`config.mk`:
```
export PLATFORM = sky130hd
export DESIGN_NAME = signed_mult_seq_flat
export DESIGN_NICKNAME = d
export VERILOG_FILES = /design/src/rtl/signed_mult_seq_if.sv /design/src/rtl/signed_mult_seq.sv /design/src/flat_wrapper.sv
export SDC_FILE = /design/constraint.sdc
export NUM_CORES = 1
export LEC_CHECK = 0
export ABC_AREA = 1
export ABC_CLOCK_PERIOD_IN_PS = 3200
export CORE_MARGIN = 8
export CORE_UTILIZATION = 60
export DETAILED_ROUTE_END_ITERATION = 16
export HOLD_SLACK_MARGIN = 0.15
export PLACE_DENSITY = 0.87
export SYNTH_ARGS = -nofsm -noshare
export SYNTH_HDL_FRONTEND = slang
export SYNTH_SLANG_ARGS = --single-unit
```
`constraint.sdc`:
```
create_clock -name clk -period 3.2 [get_ports clk]
set_input_delay 0.64 -clock clk [delete_from_list [all_inputs] [get_ports clk]]
set_output_delay 0.64 -clock clk [all_outputs]
set_load 0.05 [all_outputs]
```
`src/rtl/signed_mult_seq_if.sv`:
```
// Handshake bundle for signed_mult_seq.
//   start   : request, sampled only while ready is high
//   a, b    : WIDTH-bit two's-complement operands
//   ready   : block is idle and will accept start
//   done    : one-cycle pulse, product valid
//   product : 2*WIDTH+1-bit two's-complement result, held until the next done
// master drives the request side, slave is the multiplier.
interface signed_mult_seq_if #(
  parameter int WIDTH = 12
);
  logic                 start;
  logic [WIDTH-1:0]     a;
  logic [WIDTH-1:0]     b;
  logic                 ready;
  logic                 done;
  logic [2*WIDTH:0]     product;

  modport master (
    output start, a, b,
    input  ready, done, product
  );

  modport slave (
    input  start, a, b,
    output ready, done, product
  );
endinterface

```
`src/rtl/signed_mult_seq.sv`:
```
// signed_mult_seq: sequential signed multiplier, one shift-add per cycle.
// Operands are converted to magnitudes, multiplied unsigned over WIDTH cycles,
// then the widened magnitude is negated when the operand signs differ.
// Latency from accept edge to done is WIDTH+2 edges.
// Ports:
//   clk   : rising-edge clock
//   rst_n : asynchronous active-low reset; aborts any in-flight operation
//   bus   : signed_mult_seq_if slave (start, a, b, ready, done, product)
module signed_mult_seq #(
  parameter int WIDTH = 12
) (
  input  logic              clk,
  input  logic              rst_n,
  signed_mult_seq_if.slave  bus
);

  localparam logic [1:0] IDLE = 2'd0;
  localparam logic [1:0] ABS  = 2'd1;
  localparam logic [1:0] MUL  = 2'd2;
  localparam logic [1:0] FIX  = 2'd3;

  localparam int CW = (WIDTH > 1) ? $clog2(WIDTH) : 1;

  localparam logic [CW-1:0]      LAST  = CW'(WIDTH - 1);
  localparam logic [CW-1:0]      ONE_C = CW'(1);
  localparam logic [WIDTH-1:0]   ONE_W = WIDTH'(1);
  localparam logic [2*WIDTH:0]   ONE_P = (2*WIDTH+1)'(1);

  logic [1:0]         state;
  logic [WIDTH-1:0]   a_r;
  logic [WIDTH-1:0]   b_r;
  logic               sign_r;
  logic [WIDTH-1:0]   mag_a;
  logic [WIDTH-1:0]   mag_b;
  logic [2*WIDTH-1:0] acc;
  logic [CW-1:0]      count;
  logic [2*WIDTH:0]   product_r;
  logic               done_r;

  logic [2*WIDTH-1:0] addend;
  logic [2*WIDTH:0]   ext;

  // Partial product for the current iteration: mag_a weighted by the bit
  // position, gated by the multiplier bit that has been shifted into mag_b[0].
  always_comb begin
    // NOTE: default first so every path assigns addend and no latch is inferred.
    addend = '0;
    if (mag_b[0]) begin
      addend = {{WIDTH{1'b0}}, mag_a} << count;
    end
  end

  // One extra bit so negating the largest magnitude cannot overflow.
  assign ext = {1'b0, acc};

  // NOTE: state is updated with non-blocking assignments so every register
  // samples pre-edge values, independent of statement order.
  always_ff @(posedge clk or negedge rst_n) begin
    if (!rst_n) begin
      // NOTE: every register, datapath included, is reset so an aborted
      // operation leaves no residue and product reads 0 after reset.
      state     <= IDLE;
      a_r       <= '0;
      b_r       <= '0;
      sign_r    <= 1'b0;
      mag_a     <= '0;
      mag_b     <= '0;
      acc       <= '0;
      count     <= '0;
      product_r <= '0;
      done_r    <= 1'b0;
    end else begin
      done_r <= 1'b0;
      case (state)
        IDLE: begin
          if (bus.start) begin
            a_r    <= bus.a;
            b_r    <= bus.b;
            sign_r <= bus.a[WIDTH-1] ^ bus.b[WIDTH-1];
            state  <= ABS;
          end
        end
        ABS: begin
          // -2^(WIDTH-1) negates to itself, which read unsigned is the
          // correct magnitude 2^(WIDTH-1).
          mag_a <= a_r[WIDTH-1] ? (~a_r + ONE_W) : a_r;
          mag_b <= b_r[WIDTH-1] ? (~b_r + ONE_W) : b_r;
          acc   <= '0;
          count <= '0;
          state <= MUL;
        end
        MUL: begin
          acc   <= acc + addend;
          mag_b <= mag_b >> 1;
          count <= count + ONE_C;
          if (count == LAST) begin
            state <= FIX;
          end
        end
        FIX: begin
          // Negating zero yields zero, so there is no negative zero.
          product_r <= sign_r ? (~ext + ONE_P) : ext;
          done_r    <= 1'b1;
          state     <= IDLE;
        end
        default: state <= IDLE;
      endcase
    end
  end

  assign bus.ready   = (state == IDLE);
  assign bus.done    = done_r;
  assign bus.product = product_r;

endmodule

```
`src/flat_wrapper.sv`:
```
// flat-port wrapper written by rule: the top's interface ports become plain ports
module signed_mult_seq_flat 
#(
  parameter int WIDTH = 12
)
  (clk, rst_n, bus_start, bus_a, bus_b, bus_ready, bus_done, bus_product);
  signed_mult_seq_if #(.WIDTH(WIDTH)) bus_i ();
  input  logic clk;
  input  logic rst_n;
  input wire logic [$bits(bus_i.start)-1:0] bus_start;
  input wire logic [$bits(bus_i.a)-1:0] bus_a;
  input wire logic [$bits(bus_i.b)-1:0] bus_b;
  output wire logic [$bits(bus_i.ready)-1:0] bus_ready;
  output wire logic [$bits(bus_i.done)-1:0] bus_done;
  output wire logic [$bits(bus_i.product)-1:0] bus_product;
  assign bus_i.start = bus_start;
  assign bus_i.a = bus_a;
  assign bus_i.b = bus_b;
  assign bus_ready = bus_i.ready;
  assign bus_done = bus_i.done;
  assign bus_product = bus_i.product;
  signed_mult_seq #(.WIDTH(WIDTH)) u_core (.clk(clk), .rst_n(rst_n), .bus(bus_i));
endmodule
```
==> flow_metrics.py <==
metrics = {
    "status": {
        "status": "finished, final reports clean",
    },
    "logic_synthesis": {
        "yosysTopAreaCell": "dfrtp_1",
        "ys_dominant_reg_cell": "dfrtp_1",
        "ys_top_cells_by_area": "dfrtp_1, nand2_1, inv_1",
        "synth_nets": 1140,
        "synth_cell_types": 47,
        "yosysTopAreaCellShare": 0.356,
        "ys_warn_count": 0,
        "syn_area_per_cell_um2": 6.82,
        "synthCells": 1081,
        "synth_edf_count": 0,
        "syn_area_um2": 7370,
        "synth_seq_cells": 105,
        "ys_seq_area_frac": 0.356,
        "synthArstFlopShare": 1.00,
    },
    "floorplanning": {
        "start_util": 0.614,
        "core-area_um2": 12000,
        "die_h_um": 127,
        "die_area_um2": 16100,
        "ios": 54,
        "fp.dieW_um": 127,
        "placementRows": 40,
    },
    "global_route": {
        "grt_max_degree": 78,
        "grt_pass1_wl_um": 32300,
        "grt_overflow": 0,
        "grt_usage": 0.249,
        "antenna_found_initial": 0,
        "grt_pass1_vias": 6822,
    },
    "cts": {
        "clock-sinks": 105,
        "root_buffer": "clkbuf_16",
        "clockBufferDepth": 2,
        "path_clk_slew_ns": 0.07,
        "hold_buffers": 0,
        "cts_max_level": 3,
        "clkLatencyLatePin_ns": 0.36,
        "cts_buffers": 9,
        "tritoncts": "done",
    },
    "placed_design": {
        "io_buffers": 53,
        "dp_slack_ns": 0.0808,
        "dp_hpwl_um": 15100,
        "gp_congestion": 0.996,
    },
    "sta": {
        "slew_headroom": 0.360,
        "rsz0062_at_grt": "no",
        "skew_ns": 0.00710,
        "fin_setup_tns_ns": 0,
        "setup_ws_ns": 0.175,
        "fin_crit_ns": 3.02,
        "finalHoldViolCount": 0,
        "finalCritPeriodShare": 0.945,
        "worst_pin_slew_ns": 0.960,
        "holdWs_ns": 0.390,
        "setup_viol": 0,
        "slew_viol_final": 0,
        "max_freq_ghz": 0.331,
    },
    "power": {
        "power_frac_comb": 0.596,
        "switching_power_w": 0.00421,
        "p_clk_frac": 0.125,
        "power.internal_w": 0.00404,
        "p_leak_nw": 4.31,
        "power_frac_seq": 0.279,
        "vdd_drop_max_mv": 0.584,
        "power_density_nw_per_um2": 987,
        "swShare": 0.510,
    },
    "worst_hold_path": {
        "hold_path.class": "in -> async",
    },
    "layout": {
        "drive_above_1_share": 0.0704,
        "final_common_cell": "nand2_1",
        "seqCellArea_um2": 2630,
        "fill_cells": 1059,
        "insertedDiodeCount": 0,
        "area_growth_pct": 13.3,
        "nNetsFinal": 1190,
        "final_cell_mix": "nand2_1, inv_1, dfrtp_1",
        "utilization": 0.695,
        "multi_input_area_um2": 4040,
    },
    "routing": {
        "postRouteAntennaNets": 0,
        "wire_per_inst_um": 15.0,
        "vias": 7014,
        "drt_iter0_markers": 533,
        "drc": 0,
        "wirelength_um": 19200,
        "dr.pass1.iters": 5,
        "viasPerCell": 5.47,
    },
    "setup_path": {
        "start_kind": "flip-flop",
        "critPathArrivalTime_ns": 3.28,
        "crit_fanout": 11,
        "critical_path_class": "reg -> reg",
        "crit_path_end_kind": "flip-flop",
        "worstPathRequired_ns": 3.45,
    },
    "job": {
        "cap_viol_max_count": 0,
    },
}
==> critical path: stages (launching register included) <==
cell	delay [ns]
dfrtp_2	0.50
or2_2	0.33
o21ai_2	0.07
nand2_1	0.09
a31oi_1	0.34
o22ai_1	0.12
ha_1	0.45
nand2_1	0.20
nor2_2	0.16
and2_1	0.19
nand4_1	0.16
nand3_1	0.13
nand2_1	0.05
nand3_1	0.07
nand2_1	0.05
==> synthesized netlist by cell type, types with 2 or more instances <==
master / count
o22ai_1: 12
o221ai_1: 6
dfrtp_1: 105
mux2i_1: 2
or2_1: 2
inv_1: 134
nand3b_1: 4
o211ai_1: 3
or2_2: 4
a31oi_1: 8
nor2_4: 2
o21ai_1: 16
xnor2_1: 2
o32ai_1: 2
buf_4: 2
clkbuf_1: 13
nand2_2: 10
and2_1: 3
a21oi_1: 28
ha_1: 31
o21bai_1: 4
nor2_1: 74
nor2_2: 9
nand3_1: 64
o31ai_1: 4
nand3_2: 3
inv_2: 7
nor4_1: 4
nand2_1: 360
nor3_1: 9
o21ai_0: 84
o21ai_2: 4
buf_2: 15
xor2_1: 22
nand4_1: 15
buf_6: 2
clkinv_1: 2
==> power groups by stage <==
stage               logic [W]  clock network [W]  registers, W
floorplan             0.00337                  0       0.00252
global placement      0.00471                  0       0.00228
detailed placement    0.00483                  0       0.00231
CTS                   0.00486            0.00105       0.00229
global route          0.00549            0.00110       0.00236
finish                0.00491            0.00103       0.00230
==> path summary, 6_finish.rpt <==
kind                                             start                endpoint  slack [ns]  cells past startpoint
max in group asynchronous                        rst_n  u_core.bus.product[13]        2.02                      2
min in group clk                u_core.bus.product[19]  u_core.bus.product[19]        0.48                      2
worst max register to register         u_core.count[0]          u_core.acc[19]        0.18                     14
worst min register to register  u_core.bus.product[19]  u_core.bus.product[19]        0.48                      2
worst max-delay path                   u_core.count[0]          u_core.acc[19]        0.18                     14
worst min-delay path                             rst_n   u_core.bus.product[3]        0.39                      1
==> registers in the layout, summed over array words and instances (netlist names) <==
name,count
u_core.count,4
u_core.state,2
u_core.mag_a,12
u_core.bus.done,1
u_core.bus.product,25
u_core.b_r,12
u_core.mag_b,12
u_core.a_r,12
u_core.acc,24
u_core.sign_r,1
==> cells by family after synthesis <==
family / after synthesis / synth area share
xor+xnor: 24 / 0.0285
flops: 105 / 0.356
compound gates: 175 / 0.135
mux: 2 / 0.00272
fa+ha+maj: 32 / 0.0553
buf+inv: 177 / 0.0961
simple gates: 566 / 0.326
==> metal layers <==
metal  GRT usage  part of all wire  wire length [µm]  up-vias
li1            -                 -                 -     3580
met1       0.301              0.43              8240     3190
met2       0.418              0.47              9120      191
met3      0.0385             0.052               996       53
met4       0.139             0.044               844        0
met5           0                 0                 0        -
==> stage by stage <==
step / area (µm²) / std cells / total power (W)
final: 8350 / 1283 / 0.00824
after global routing: 8350 / 1283 / 0.00895
after CTS: 8320 / 1281 / 0.00820
after detailed placement: 8050 / 1265 / 0.00715
after global placement: 8050 / 1265 / 0.00699
after floorplan: 7370 / 1081 / 0.00589
==> area by class of cell <==
class / count / area share
multi-input cells: 799 / 0.484
flip-flops and latches: 105 / 0.315
repair buffers: 72 / 0.0818
inverters: 144 / 0.0650
clock buffers: 10 / 0.0274
well taps: 147 / 0.0220
clock inverters: 6 / 0.00524
==> timing repair <==
item,4_1_cts,5_1_grt
hold endpoints to repair,0,0
gates resized for setup,0,2
setup endpoints to repair,0,14
buffers inserted,0,2
Note: power is estimated with default switching activity, not from simulation.
